<file path="src/rtl/tap_mem_arb_pkg.sv">
`timescale 1ns/1ps
`default_nettype none
// +--------------------------------------------------------------------------+
// | tap_mem_arb_pkg : shared widths and types for the tap memory arbiter      |
// | Revision: 1.0                                                             |
// +--------------------------------------------------------------------------+
package tap_mem_arb_pkg;

  localparam int FLOAT_24_8_W  = 32;
  localparam int TAPS_PER_WORD = 6;
  localparam int TAP_ADDR_W    = 4;
  localparam int TAP_DATA_W    = FLOAT_24_8_W * TAPS_PER_WORD;

  typedef struct packed {
    logic [TAP_ADDR_W-1:0] addr;
    logic [TAP_DATA_W-1:0] data;
  } tap_wr_req_t;

endpackage
`default_nettype wire

</file>
<file path="src/rtl/tap_wr_fifo.sv">
`timescale 1ns/1ps
`default_nettype none
// +--------------------------------------------------------------------------+
// | tap_wr_fifo : sync FIFO of pending tap writes, exposes stored addresses   |
// | Revision: 1.0                                                             |
// +--------------------------------------------------------------------------+
module tap_wr_fifo
  import tap_mem_arb_pkg::*;
#(
  parameter int ADDR_W = TAP_ADDR_W,
  parameter int DATA_W = TAP_DATA_W,
  parameter int DEPTH  = 4
) (
  input  logic                     clk,
  input  logic                     reset,
  input  logic                     push,
  input  logic [ADDR_W-1:0]        push_addr,
  input  logic [DATA_W-1:0]        push_data,
  input  logic                     pop,
  output logic [ADDR_W-1:0]        head_addr,
  output logic [DATA_W-1:0]        head_data,
  output logic                     full,
  output logic                     empty,
  output logic [DEPTH-1:0]         entry_vld,
  output logic [DEPTH*ADDR_W-1:0]  entry_addr
);

  localparam int IDX_W = $clog2(DEPTH);
  localparam int PTR_W = IDX_W + 1;

  logic [PTR_W-1:0]  wr_ptr_q, wr_ptr_d;
  logic [PTR_W-1:0]  rd_ptr_q, rd_ptr_d;
  logic [PTR_W-1:0]  count;
  logic [ADDR_W-1:0] addr_q [DEPTH];
  logic [ADDR_W-1:0] addr_d [DEPTH];
  logic [DATA_W-1:0] data_q [DEPTH];
  logic [DATA_W-1:0] data_d [DEPTH];
  logic              do_push;
  logic              do_pop;

  assign empty     = (wr_ptr_q == rd_ptr_q);
  assign full      = (wr_ptr_q[IDX_W] != rd_ptr_q[IDX_W]) &&
                     (wr_ptr_q[IDX_W-1:0] == rd_ptr_q[IDX_W-1:0]);
  assign do_push   = push & ~full;
  // Pop is qualified by the registered empty flag, so a push into an empty
  // FIFO cannot be popped in the same cycle.
  assign do_pop    = pop & ~empty;
  assign count     = wr_ptr_q - rd_ptr_q;
  assign head_addr = addr_q[rd_ptr_q[IDX_W-1:0]];
  assign head_data = data_q[rd_ptr_q[IDX_W-1:0]];

  for (genvar i = 0; i < DEPTH; i++) begin : g_entry
    logic [IDX_W-1:0] offset;
    assign offset       = IDX_W'(i) - rd_ptr_q[IDX_W-1:0];
    assign entry_vld[i] = ({1'b0, offset} < count);
    assign entry_addr[i*ADDR_W +: ADDR_W] = addr_q[i];
  end

  always_comb begin
    wr_ptr_d = wr_ptr_q;
    rd_ptr_d = rd_ptr_q;
    addr_d   = addr_q;
    data_d   = data_q;
    if (do_push) begin
      addr_d[wr_ptr_q[IDX_W-1:0]] = push_addr;
      data_d[wr_ptr_q[IDX_W-1:0]] = push_data;
      wr_ptr_d = wr_ptr_q + PTR_W'(1);
    end
    if (do_pop) begin
      rd_ptr_d = rd_ptr_q + PTR_W'(1);
    end
  end

  always_ff @(posedge clk) begin
    if (reset) begin
      wr_ptr_q <= '0;
      rd_ptr_q <= '0;
    end else begin
      wr_ptr_q <= wr_ptr_d;
      rd_ptr_q <= rd_ptr_d;
    end
  end

  always_ff @(posedge clk) begin
    addr_q <= addr_d;
    data_q <= data_d;
  end

endmodule
`default_nettype wire

</file>
<file path="src/rtl/tap_mem_arb.sv">
`timescale 1ns/1ps
`default_nettype none
// +--------------------------------------------------------------------------+
// | tap_mem_arb : read-priority arbiter for the single-port tap memory with a |
// | buffered write path. Optional stats counters: TAP_ARB_STATS_EN.           |
// | Revision: 1.0                                                             |
// +--------------------------------------------------------------------------+
module tap_mem_arb
  import tap_mem_arb_pkg::*;
#(
  parameter int ADDR_W        = TAP_ADDR_W,
  parameter int DATA_W        = TAP_DATA_W,
  parameter int WR_FIFO_DEPTH = 4,
  parameter int MAX_RD_STREAK = 8
) (
  input  logic              clk,
  input  logic              reset,
  input  logic              rd_req_vld,
  input  logic [ADDR_W-1:0] rd_req_addr,
  output logic              rd_req_rdy,
  output logic [DATA_W-1:0] rd_data,
  output logic              rd_data_vld,
  input  logic              wr_req_vld,
  input  logic [ADDR_W-1:0] wr_req_addr,
  input  logic [DATA_W-1:0] wr_req_data,
  output logic              wr_req_rdy,
  output logic              mem_en,
  output logic              mem_we,
  output logic [ADDR_W-1:0] mem_addr,
  output logic [DATA_W-1:0] mem_wr_data,
  input  logic [DATA_W-1:0] mem_rd_data,
  output logic              wr_pending
`ifdef TAP_ARB_STATS_EN
  ,
  output logic [15:0]       stat_rd_grants,
  output logic [15:0]       stat_wr_grants,
  output logic [15:0]       stat_stall_cycles
`endif
);

  localparam int STREAK_W = $clog2(MAX_RD_STREAK + 1);

  logic                          fifo_full;
  logic                          fifo_empty;
  logic [ADDR_W-1:0]             fifo_head_addr;
  logic [DATA_W-1:0]             fifo_head_data;
  logic [WR_FIFO_DEPTH-1:0]      fifo_entry_vld;
  logic [WR_FIFO_DEPTH*ADDR_W-1:0] fifo_entry_addr;

  logic                run;
  logic                pending;
  logic                push;
  logic                addr_hit;
  logic                hazard;
  logic                force_wr;
  logic                wr_grant;
  logic                rd_grant;
  logic [STREAK_W-1:0] streak_q, streak_d;
  logic                streak_sat;
  logic                rd_data_vld_q, rd_data_vld_d;

  // Outputs are held low while reset is asserted so nothing leaks out before
  // the registered state is known.
  assign run        = ~reset;
  assign pending    = ~fifo_empty;
  assign wr_req_rdy = run & ~fifo_full;
  assign push       = wr_req_vld & wr_req_rdy;
  assign wr_pending = run & pending;

  tap_wr_fifo #(
    .ADDR_W (ADDR_W),
    .DATA_W (DATA_W),
    .DEPTH  (WR_FIFO_DEPTH)
  ) u_wr_fifo (
    .clk        (clk),
    .reset      (reset),
    .push       (push),
    .push_addr  (wr_req_addr),
    .push_data  (wr_req_data),
    .pop        (wr_grant),
    .head_addr  (fifo_head_addr),
    .head_data  (fifo_head_data),
    .full       (fifo_full),
    .empty      (fifo_empty),
    .entry_vld  (fifo_entry_vld),
    .entry_addr (fifo_entry_addr)
  );

  // Only stored entries are compared; the write arriving this cycle is not.
  always_comb begin
    addr_hit = 1'b0;
    for (int i = 0; i < WR_FIFO_DEPTH; i++) begin
      if (fifo_entry_vld[i] && (fifo_entry_addr[i*ADDR_W +: ADDR_W] == rd_req_addr)) begin
        addr_hit = 1'b1;
      end
    end
  end

  assign hazard     = rd_req_vld & addr_hit;
  assign streak_sat = (streak_q == STREAK_W'(MAX_RD_STREAK));
  assign force_wr   = pending & streak_sat;
  assign wr_grant   = run & pending & (~rd_req_vld | hazard | force_wr);
  assign rd_grant   = run & rd_req_vld & ~wr_grant;
  assign rd_req_rdy = rd_grant;

  always_comb begin
    mem_en      = 1'b0;
    mem_we      = 1'b0;
    mem_addr    = '0;
    mem_wr_data = '0;
    if (wr_grant) begin
      mem_en      = 1'b1;
      mem_we      = 1'b1;
      mem_addr    = fifo_head_addr;
      mem_wr_data = fifo_head_data;
    end else if (rd_grant) begin
      mem_en   = 1'b1;
      mem_addr = rd_req_addr;
    end
  end

  always_comb begin
    streak_d = streak_q;
    if (wr_grant || !pending) begin
      streak_d = '0;
    end else if (rd_grant && !streak_sat) begin
      streak_d = streak_q + STREAK_W'(1);
    end
  end

  assign rd_data_vld_d = rd_grant;
  assign rd_data_vld   = rd_data_vld_q;
  assign rd_data       = mem_rd_data;

  always_ff @(posedge clk) begin
    if (reset) begin
      streak_q      <= '0;
      rd_data_vld_q <= 1'b0;
    end else begin
      streak_q      <= streak_d;
      rd_data_vld_q <= rd_data_vld_d;
    end
  end

`ifdef TAP_ARB_STATS_EN
  logic [15:0] stat_rd_q, stat_rd_d;
  logic [15:0] stat_wr_q, stat_wr_d;
  logic [15:0] stat_stall_q, stat_stall_d;

  always_comb begin
    stat_rd_d    = stat_rd_q;
    stat_wr_d    = stat_wr_q;
    stat_stall_d = stat_stall_q;
    if (rd_grant && stat_rd_q != 16'hFFFF) begin
      stat_rd_d = stat_rd_q + 16'd1;
    end
    if (wr_grant && stat_wr_q != 16'hFFFF) begin
      stat_wr_d = stat_wr_q + 16'd1;
    end
    if (rd_req_vld && !rd_req_rdy && stat_stall_q != 16'hFFFF) begin
      stat_stall_d = stat_stall_q + 16'd1;
    end
  end

  always_ff @(posedge clk) begin
    if (reset) begin
      stat_rd_q    <= '0;
      stat_wr_q    <= '0;
      stat_stall_q <= '0;
    end else begin
      stat_rd_q    <= stat_rd_d;
      stat_wr_q    <= stat_wr_d;
      stat_stall_q <= stat_stall_d;
    end
  end

  assign stat_rd_grants    = stat_rd_q;
  assign stat_wr_grants    = stat_wr_q;
  assign stat_stall_cycles = stat_stall_q;
`endif

endmodule
`default_nettype wire
</file>
<file path="config.mk">
export PLATFORM = sky130hd
export DESIGN_NAME = tap_mem_arb
export DESIGN_NICKNAME = d
export VERILOG_FILES = /design/src/rtl/tap_mem_arb_pkg.sv /design/src/rtl/tap_wr_fifo.sv /design/src/rtl/tap_mem_arb.sv
export SDC_FILE = /design/constraint.sdc
export NUM_CORES = 1
export LEC_CHECK = 0
export CORE_AREA = 2 2 311 313
export CTS_BUF_LIST = sky130_fd_sc_hd__clkbuf_4 sky130_fd_sc_hd__clkbuf_8
export CTS_CLUSTER_SIZE = 25
export DETAILED_ROUTE_END_ITERATION = 8
export DIE_AREA = 0 0 313 315
export PLACE_DENSITY = 0.65
export SLEW_MARGIN = 10
export SYNTH_ARGS = -nofsm -noshare
export SYNTH_HDL_FRONTEND = slang
export SYNTH_SLANG_ARGS = --single-unit
</file>
<file path="constraint.sdc">
create_clock -name clk -period 8.8 [get_ports clk]
set_clock_uncertainty 0.15 [all_clocks]
set_input_delay 1.76 -clock clk [delete_from_list [all_inputs] [get_ports clk]]
set_output_delay 1.76 -clock clk [all_outputs]
set_load 0.02 [all_outputs]
</file>
# After elaboration in Yosys (flattened, before gate mapping)
# Cells that the tools add are included.
# word_totals
regBits,795
in_bits,396
word_cells,86
# op_classes
addsub,8
order_cmp,7
n_eq_ne,8
n_mux,22
n_bitwise,19
n_reduce_logical,10
# ops
cell,count
768-bit bitwise mux,1
192-bit 2-to-1 mux,4
192-bit binary-select mux with 2-bit select,1
192-bit demux with 2-bit select,1
4-bit 2-to-1 mux,5
16-bit bitwise mux,1
4-bit == test,4
2-bit by 3-bit < comparator with 1-bit output,4
1-bit AND,10
4-bit binary-select mux with 2-bit select,1
4-bit demux with 2-bit select,1
1-bit logical AND,7
1-bit 2-to-1 mux,7
3-bit by 1-bit adder with 3-bit output (second input constant),2
3-bit greater-or-equal comparator (second input constant),2
2-bit inverter with 3-bit output,2
1-bit inverter,5
4-bit by 1-bit adder with 4-bit output (second input constant),1
4-bit == test (second input constant),1
1-bit by 2-bit subtractor with 2-bit output (first input constant),2
2-bit subtractor (first input constant),2
3-bit == test,1
3-bit by 1-bit < comparator with 1-bit output (second input constant),1
3-bit subtractor,1
other kinds (6),7

# Depth between registers and ports, before layout
# Gate-level depths: netlist (run 1).
# depth
ltp_word,15
ltp_mapped,14

# Cells and area by module
# From an unflattened synthesis (run 1), not the netlist that was laid out.
# hier_totals
hier_cells,1584
area_unflattened_um2,32326.0
# by_module_without_submodules
mod,n_inst,cells_each,area_per_inst_um2,seq_area_each_um2
tap_wr_fifo,1,1106,28944.0,23662.7
tap_mem_arb,1,478,3382.0,100.1

# Worst setup path before layout (run 1)
# OpenSTA, ideal clock, no wires.
# synth_path
kind,input -> register
from,input port wr_req_vld
to,register u_wr_fifo.data_q[0] (netlist name) (enable)
setup_ns,0.582
arrival_ns,6.894
required_time_ns,8.068
path_slack_ns,1.174
cell_stages,3
path_buffers,0
cell_sequence,inv_1 -> a311oi_1 -> and2_1
# synth_via
elab_chain_cells,2
# synth_rtl
item,line_no,source
from (decl),tap_mem_arb.sv:23,"input logic wr_req_vld,"
1-bit AND,tap_mem_arb.sv:67,assign push = wr_req_vld & wr_req_rdy;
1-bit AND,tap_wr_fifo.sv:44,assign do_push = push & ~full;
to (signal assigned),tap_wr_fifo.sv:86,data_q <= data_d;
to (decl),tap_wr_fifo.sv:36,logic [DATA_W-1:0] data_q [DEPTH];
# No other way between the ends.
# A chain may end at the register's enable or synchronous reset.

# Final worst setup path (run 1)
# layout_path
from,register u_wr_fifo.rd_ptr_q[1]
to,output port mem_addr[0]
# layout_via
elab_chain_cells,15
word_cells_on_any_way,33
cone_classes,add/sub: 5; order compare: 4; eq/ne: 1; mux: 9; bitwise: 10; reduce/logical: 4
# layout_rtl
item,line_no,source
from (decl),tap_wr_fifo.sv:32,"logic [PTR_W-1:0] rd_ptr_q, rd_ptr_d;"
from (signal assigned),tap_wr_fifo.sv:80,rd_ptr_q <= rd_ptr_d;
3-bit subtractor or 1-bit by 2-bit subtractor with 2-bit output (tied branches),"tap_wr_fifo.sv:48, tap_wr_fifo.sv:54",
2-bit by 3-bit < comparator with 1-bit output,tap_wr_fifo.sv:55,"assign entry_vld[i] = ({1'b0, offset} < count);"
1-bit logical AND,tap_mem_arb.sv:93,if (fifo_entry_vld[i] && (fifo_entry_addr[i*ADDR_W +: ADDR_W] == rd_req_addr)) begin
1-bit 2-to-1 mux (4 in series),tap_mem_arb.sv:93,
1-bit AND,tap_mem_arb.sv:99,assign hazard = rd_req_vld & addr_hit;
1-bit OR (2 in series),tap_mem_arb.sv:102,assign wr_grant = run & pending & (~rd_req_vld | hazard | force_wr);
1-bit AND,tap_mem_arb.sv:102,
1-bit inverter,tap_mem_arb.sv:103,assign rd_grant = run & rd_req_vld & ~wr_grant;
1-bit AND,tap_mem_arb.sv:103,
4-bit 2-to-1 mux,tap_mem_arb.sv:116,end else if (rd_grant) begin
4-bit 2-to-1 mux (*),tap_mem_arb.sv:111,if (wr_grant) begin
to (decl),tap_mem_arb.sv:29,"output logic [ADDR_W-1:0] mem_addr,"
# Every way passes the cells marked *; elsewhere a longest branch is shown, timed or not. The select of a mux whose other input is x is not followed.

==> results of run 1 <==
[sequential cells by signal, summed over array words and instances, names as in the netlist]
register              count
u_wr_fifo.data_q        768
u_wr_fifo.entry_addr     16
streak_q                  4
u_wr_fifo.rd_ptr_q        3
u_wr_fifo.wr_ptr_q        3
rd_data_vld               1
[synthesized netlist by cell type (7+ instances only)]
library cell  number  share of area (%)
ha_1              15               0.59
nor2b_1          195                3.8
dfxtp_1           11               0.69
nor2_1             7              0.082
edfxtp_1         784                 74
mux2i_1            7               0.22
buf_2             22               0.34
buf_4            193                4.5
inv_1             19               0.22
clkbuf_1          47               0.55
xnor2_1            7               0.19
mux4_2           196                 14
nand2_1           12               0.14
xor2_1            14               0.38
[stage by stage]
step           cells  util [%]  hold WS [ns]
3_5_place_dp    2996      37.7         0.352
4_1_cts         3234      40.4         0.366
2_1_floorplan   1562         -         0.314
5_1_grt         3235      40.4         0.378
6_report        3236      40.4         0.374
3_3_place_gp    2996      37.7         0.326
[report_power, final]
part / total (uW) / leakage [uW] / internal (uW) / switching, uW
sequential: 4350 / 0.00721 / 4280 / 70.9
clock: 3190 / 0.00137 / 1720 / 1480
combinational: 1880 / 0.00340 / 963 / 913
[logic make-up (layout without fill, tap and decap cells)]
logic type | count (synthesis) | count (layout)
buffers and inverters | 282 | 678
muxes | 203 | 203
DFF | 795 | 795
xor gates and xnor gates | 22 | 22
AOI/OAI and AO/OA | 16 | 16
adders and majority gates | 16 | 16
and+or+nand+nor | 228 | 228
other | 0 | 2
[metal layers]
metal  vias to the layer above  wire [um]  share of wire (%)  global-route usage [%]
li1                       6555          -                  -                       -
met1                      7838      28400                 29                    17.4
met2                       874      48900                 51                    32.5
met3                       240      14000                 14                    12.4
met4                        16       5040                5.2                    9.92
met5                         -        232               0.24                    1.06
[layout make-up]
type | instances | area, um^2 | share of cell area [%]
clock inverters | 62 | 420 | 1.09
diodes | 2 | 5.00 | 0.0129
well taps | 1276 | 1600 | 4.12
multi-input cells | 485 | 6410 | 16.6
repair buffers | 421 | 4260 | 11.0
inverters | 19 | 71.3 | 0.184
clock buffers | 176 | 2180 | 5.63
flip-flops and latches | 795 | 23800 | 61.4
[final timing paths]
kind | slack [ns] | to | cells after the start | start
hold reg to reg | 0.37 | streak_q[2] | 2 | streak_q[2]
setup reg to reg | 4.26 | u_wr_fifo.data_q[101] | 5 | u_wr_fifo.rd_ptr_q[1]
setup / recovery | 1.76 | mem_addr[0] | 11 | u_wr_fifo.rd_ptr_q[1]
hold / removal | 0.37 | streak_q[2] | 2 | streak_q[2]
[critical path: stages, from the launching register on]
cell and delay (ns):
dfxtp_4 0.87, inv_1 0.28, fa_1 0.60, inv_1 0.10
ha_1 0.28, nor2b_1 0.12, o21ai_1 0.08, a22o_1 0.29
o31ai_4 0.37, buf_12 0.40, mux2i_1 0.25, clkdlybuf4s50_1 0.64
==> flow_metrics.py, run 1 <==
metrics = {
    "timing": {
        "slew_headroom_pct": 33.8,
        "setup_viol": 0,
        "max_freq_ghz": 0.142,
        "tightestPinTransition_ns": 0.993,
        "finalWorstSetupSlack_ns": 1.76,
        "fin_crit_ns": 7.04,
        "tns_ns": 0,
        "rsz0062_at_grt": "no",
        "slew_violations": 0,
        "hold_violations": 0,
        "period_share_pct": 79.9,
    },
    "run": {
        "max-cap-violations": 0,
    },
    "drt": {
        "route.detailed.drc": 0,
        "drt-wirelength-per-cell_um": 29.8,
        "vias_per_cell": 4.80,
        "drt_pre_antenna_iters": 5,
        "route.vias.total": 15500,
        "wl_mm": 96.6,
        "drt_iter0_drc": 936,
        "ant_nets": 0,
    },
    "clock_tree": {
        "cts_inserted_buffers": 134,
        "clk_pin_slew_ns": 0.06,
        "ctsResizeCount": 0,
        "clk-insertion-delay-late_ns": 0.77,
        "clock-sinks": 795,
        "cts_setup_buffers": 0,
        "cts_root_buffer": "clkbuf_8",
        "cts_max_level": 4,
        "cts_hold_buffers": 0,
        "tritoncts": "done",
        "clockBufferDepth": 3,
    },
    "floorplanning": {
        "std_cell_rows": 114,
        "core_um2": 95700,
        "ios": 790,
        "die-width_um": 313,
        "die_h_um": 315,
        "dieArea_um2": 98600,
        "initial_core_util_pct": 33.4,
    },
    "place": {
        "port_buffers": 405,
        "pre_cts_ws_ns": 2.22,
        "hpwl_mm": 68.7,
        "place_congestion": 0.932,
        "dpl_cell_area_um2": 36100,
    },
    "finish": {
        "final_area_um2": 38700,
        "syn_to_final_growth_pct": 21.1,
        "drive_gt1_share_pct": 21.8,
        "fill_cells": 8392,
        "final_cell_mix": "edfxtp_1, clkdlybuf4s50_1, mux4_2",
        "final_common_cell": "edfxtp_1",
        "layout.nets": 2268,
    },
    "pwr": {
        "p_total_uw": 9410,
        "p_leak_uw": 0.0120,
        "powerDensity_nw_per_um2": 243,
        "ir_worst_vdd_mv": 0.158,
    },
    "synthesis": {
        "synth_top_family_by_area": "multiplexers",
        "synth-main-ff-cell": "edfxtp_1",
        "avgSynthCellArea_um2": 20.5,
        "synthAdderAreaFrac_pct": 0.650,
        "yosysSeqAreaShare_pct": 74.3,
        "synthCells": 1562,
        "yosys.area_share.simple_pct": 4.32,
        "synth-seq-cells": 795,
        "synth_edf_count": 784,
        "ys_warn_count": 0,
        "synthMuxAreaShare_pct": 14.0,
        "synth_xor_area_share_pct": 0.650,
        "synth_compound_area_share_pct": 0.337,
        "netlist_area_um2": 32000,
        "synth_fp_nets": 1974,
        "ys_async_sr_fraction_pct": 0,
        "synth_cell_types": 33,
    },
    "global_routing": {
        "grt_pass1_vias": 16600,
        "grt_usage_pct": 19.2,
        "antenna_found_initial": 22,
        "grt_max_degree": 111,
        "grt_pass1_wl_mm": 131,
        "grt.overflow.total": 0,
    },
    "setup_path": {
        "path_class": "flip-flop to output pin",
        "cp_max_fo": 106,
        "end_kind": "output pin",
        "cp-start-kind": "flip-flop",
        "required_ns": 6.89,
        "cp_data_arrival_time_ns": 5.13,
    },
    "outcome": {
        "status": "complete, no violations",
    },
    "worst_hold_path": {
        "worstHoldPathType": "flip-flop to flip-flop",
    },
}
No activity file was read; power rests on OpenSTA's default activity.
==> run 2, diff against run 1 <==
- CORE_AREA: 2 2 311 313 -> 2 2 309 311
- DIE_AREA: 0 0 313 315 -> 0 0 311 313
- PLACE_DENSITY: 0.65 -> 0.68
- clock period: 8.8 -> 6.3 ns (I/O delays scaled with it)
==> run 2 against run 1 <==
Effect of this change:
- non-clock buffer count grew 26
- sequential power grew 38%
- via count grew 1.7%
- setup slack lost 1.5 ns
- largest power group unchanged
==> flow_metrics.py, run 2 (synthesized netlist as in run 1, its figures left out) <==
metrics = {
    "place": {
        "port_buffers": 405,
        "dp.cells": 3012,
        "place_congestion": 0.996,
        "dpl_cell_area_um2": 36400,
        "hpwl_mm": 71.4,
    },
    "clock_tree": {
        "clockBufferDepth": 3,
        "cts_inserted_buffers": 131,
        "cts_hold_buffers": 0,
        "clk-insertion-delay-late_ns": 0.76,
        "cts_root_buffer": "clkbuf_8",
        "clk_pin_slew_ns": 0.06,
        "cts_setup_buffers": 0,
        "ctsResizeCount": 0,
        "clock-sinks": 795,
        "tritoncts": "done",
        "cts_max_level": 4,
    },
    "global_routing": {
        "antenna_found_initial": 19,
        "grt.overflow.total": 0,
        "grt_usage_pct": 19.7,
        "grt_pass1_vias": 16800,
        "grt_max_degree": 133,
        "grt_pass1_wl_mm": 134,
    },
    "finish": {
        "final_area_um2": 39000,
        "final_cell_mix": "edfxtp_1, clkdlybuf4s50_1, mux4_2",
        "drive_gt1_share_pct": 22.8,
        "largest_reg_flops": 768,
        "syn_to_final_growth_pct": 22.0,
        "largest_register": "u_wr_fifo.data_q",
        "layout.nets": 2291,
        "finalNonFillerCells": 3253,
        "final_common_cell": "edfxtp_1",
    },
    "floorplanning": {
        "core_um2": 94200,
        "ios": 790,
        "dieArea_um2": 97300,
        "die_h_um": 313,
        "die-width_um": 311,
        "initial_core_util_pct": 34.0,
        "std_cell_rows": 113,
    },
    "setup_path": {
        "cp-start-kind": "flip-flop",
        "crit_family": "buffers and inverters",
        "end_kind": "output pin",
        "path_class": "flip-flop to output pin",
        "cp_data_arrival_time_ns": 4.62,
        "cp_common_cell": "inv_1",
        "path_buf_inv": 5,
        "crit_chain": "inv_1 > ha_1 > inv_1 > fa_1 > inv_1 > ha_1 > nor2b_1 > o21ai_1 > a22o_1 > o31ai_4 > buf_12 > nor2b_1 > clkdlybuf4s50_1",
        "required_ns": 4.89,
        "cp_max_fo": 95,
        "cp_slowest_cell": "clkdlybuf4s50_1",
        "critical-path-max-stage-delay_ns": 0.58,
    },
    "timing": {
        "period_share_pct": 95.7,
        "setup_viol": 0,
        "tns_ns": 0,
        "hold_violations": 0,
        "rsz0062_at_grt": "no",
        "fin_crit_ns": 6.03,
        "slew_headroom_pct": 26.3,
        "whs_ns": 0.390,
        "slew_violations": 0,
        "max_freq_ghz": 0.166,
        "tightestPinTransition_ns": 1.11,
    },
    "pwr": {
        "ir_worst_vdd_mv": 0.207,
        "power.net_switching_uw": 3460,
        "pwr-share-clk_pct": 33.9,
        "internal_power_uw": 9770,
        "sequentialPowerShare_pct": 45.3,
        "p_total_uw": 13200,
        "p_comb_share_pct": 20.7,
        "switching_share_pct": 26.2,
        "powerDensity_nw_per_um2": 339,
        "p_leak_uw": 0.0121,
    },
    "outcome": {
        "status": "complete, no violations",
    },
    "run": {
        "max-cap-violations": 0,
    },
    "drt": {
        "vias_per_cell": 4.85,
        "route.detailed.drc": 0,
        "drt_pre_antenna_iters": 5,
        "drt_iter0_drc": 1091,
        "wl_mm": 97.7,
        "drt-wirelength-per-cell_um": 30.0,
        "ant_nets": 0,
        "route.vias.total": 15800,
    },
    "worst_hold_path": {
        "worstHoldPathType": "flip-flop to flip-flop",
    },
}
-- run 2: worst min-delay path, delay by kind of cell, from the launching register on --
kind	cells	cell delay (ns)
AOI/OAI and AO/OA	1	0.07
DFF	1	0.34
and+or+nand+nor	1	0.08
-- run 2: final timing paths --
kind / startpoint / endpoint / slack, ns / cells after the start
setup reg to reg: u_wr_fifo.rd_ptr_q[0] / u_wr_fifo.data_q[141] / 2.29 / 6
hold reg to reg: streak_q[2] / streak_q[2] / 0.39 / 2
hold / removal: streak_q[2] / streak_q[2] / 0.39 / 2
setup / recovery: u_wr_fifo.wr_ptr_q[0] / mem_wr_data[34] / 0.27 / 13
-- run 2: layout make-up --
cell class | instances | area [um^2]
antenna | 9 | 22.5
clock buffer | 179 | 2180
clock inverter | 54 | 412
fill | 8301 | 55200
inverter | 19 | 71.3
multi-input combinational | 485 | 6410
sequential | 795 | 23800
tap | 1265 | 1580
timing repair buffer | 447 | 4570
-- run 2: layer usage --
layer | GRT usage [%] | share of wire, % | vias up | wire (um)
met5 | 0 | 0.047 | - | 46
met4 | 10.3 | 5.2 | 6 | 5100
met3 | 13.0 | 15 | 205 | 15100
met2 | 33.2 | 50 | 970 | 49200
met1 | 17.9 | 29 | 7996 | 28300
li1 | - | - | 6614 | -
-- run 2: per-stage QoR --
step	util (%)	setup slack, ns
after floorplan	-	0.874
after global placement	38.7	0.755
after detailed placement	38.7	0.668
after CTS	41.4	0.204
after global routing	41.4	0.00875
final	41.4	0.270
-- run 2: power by group through the flow --
stage	logic (uW)	registers, uW	clock network (uW)
after floorplan	1890	6110	0
after global placement	2770	6100	0
after detailed placement	2790	6110	0
after CTS	2800	6000	4620
after global routing	2920	6010	4850
final	2750	6000	4490
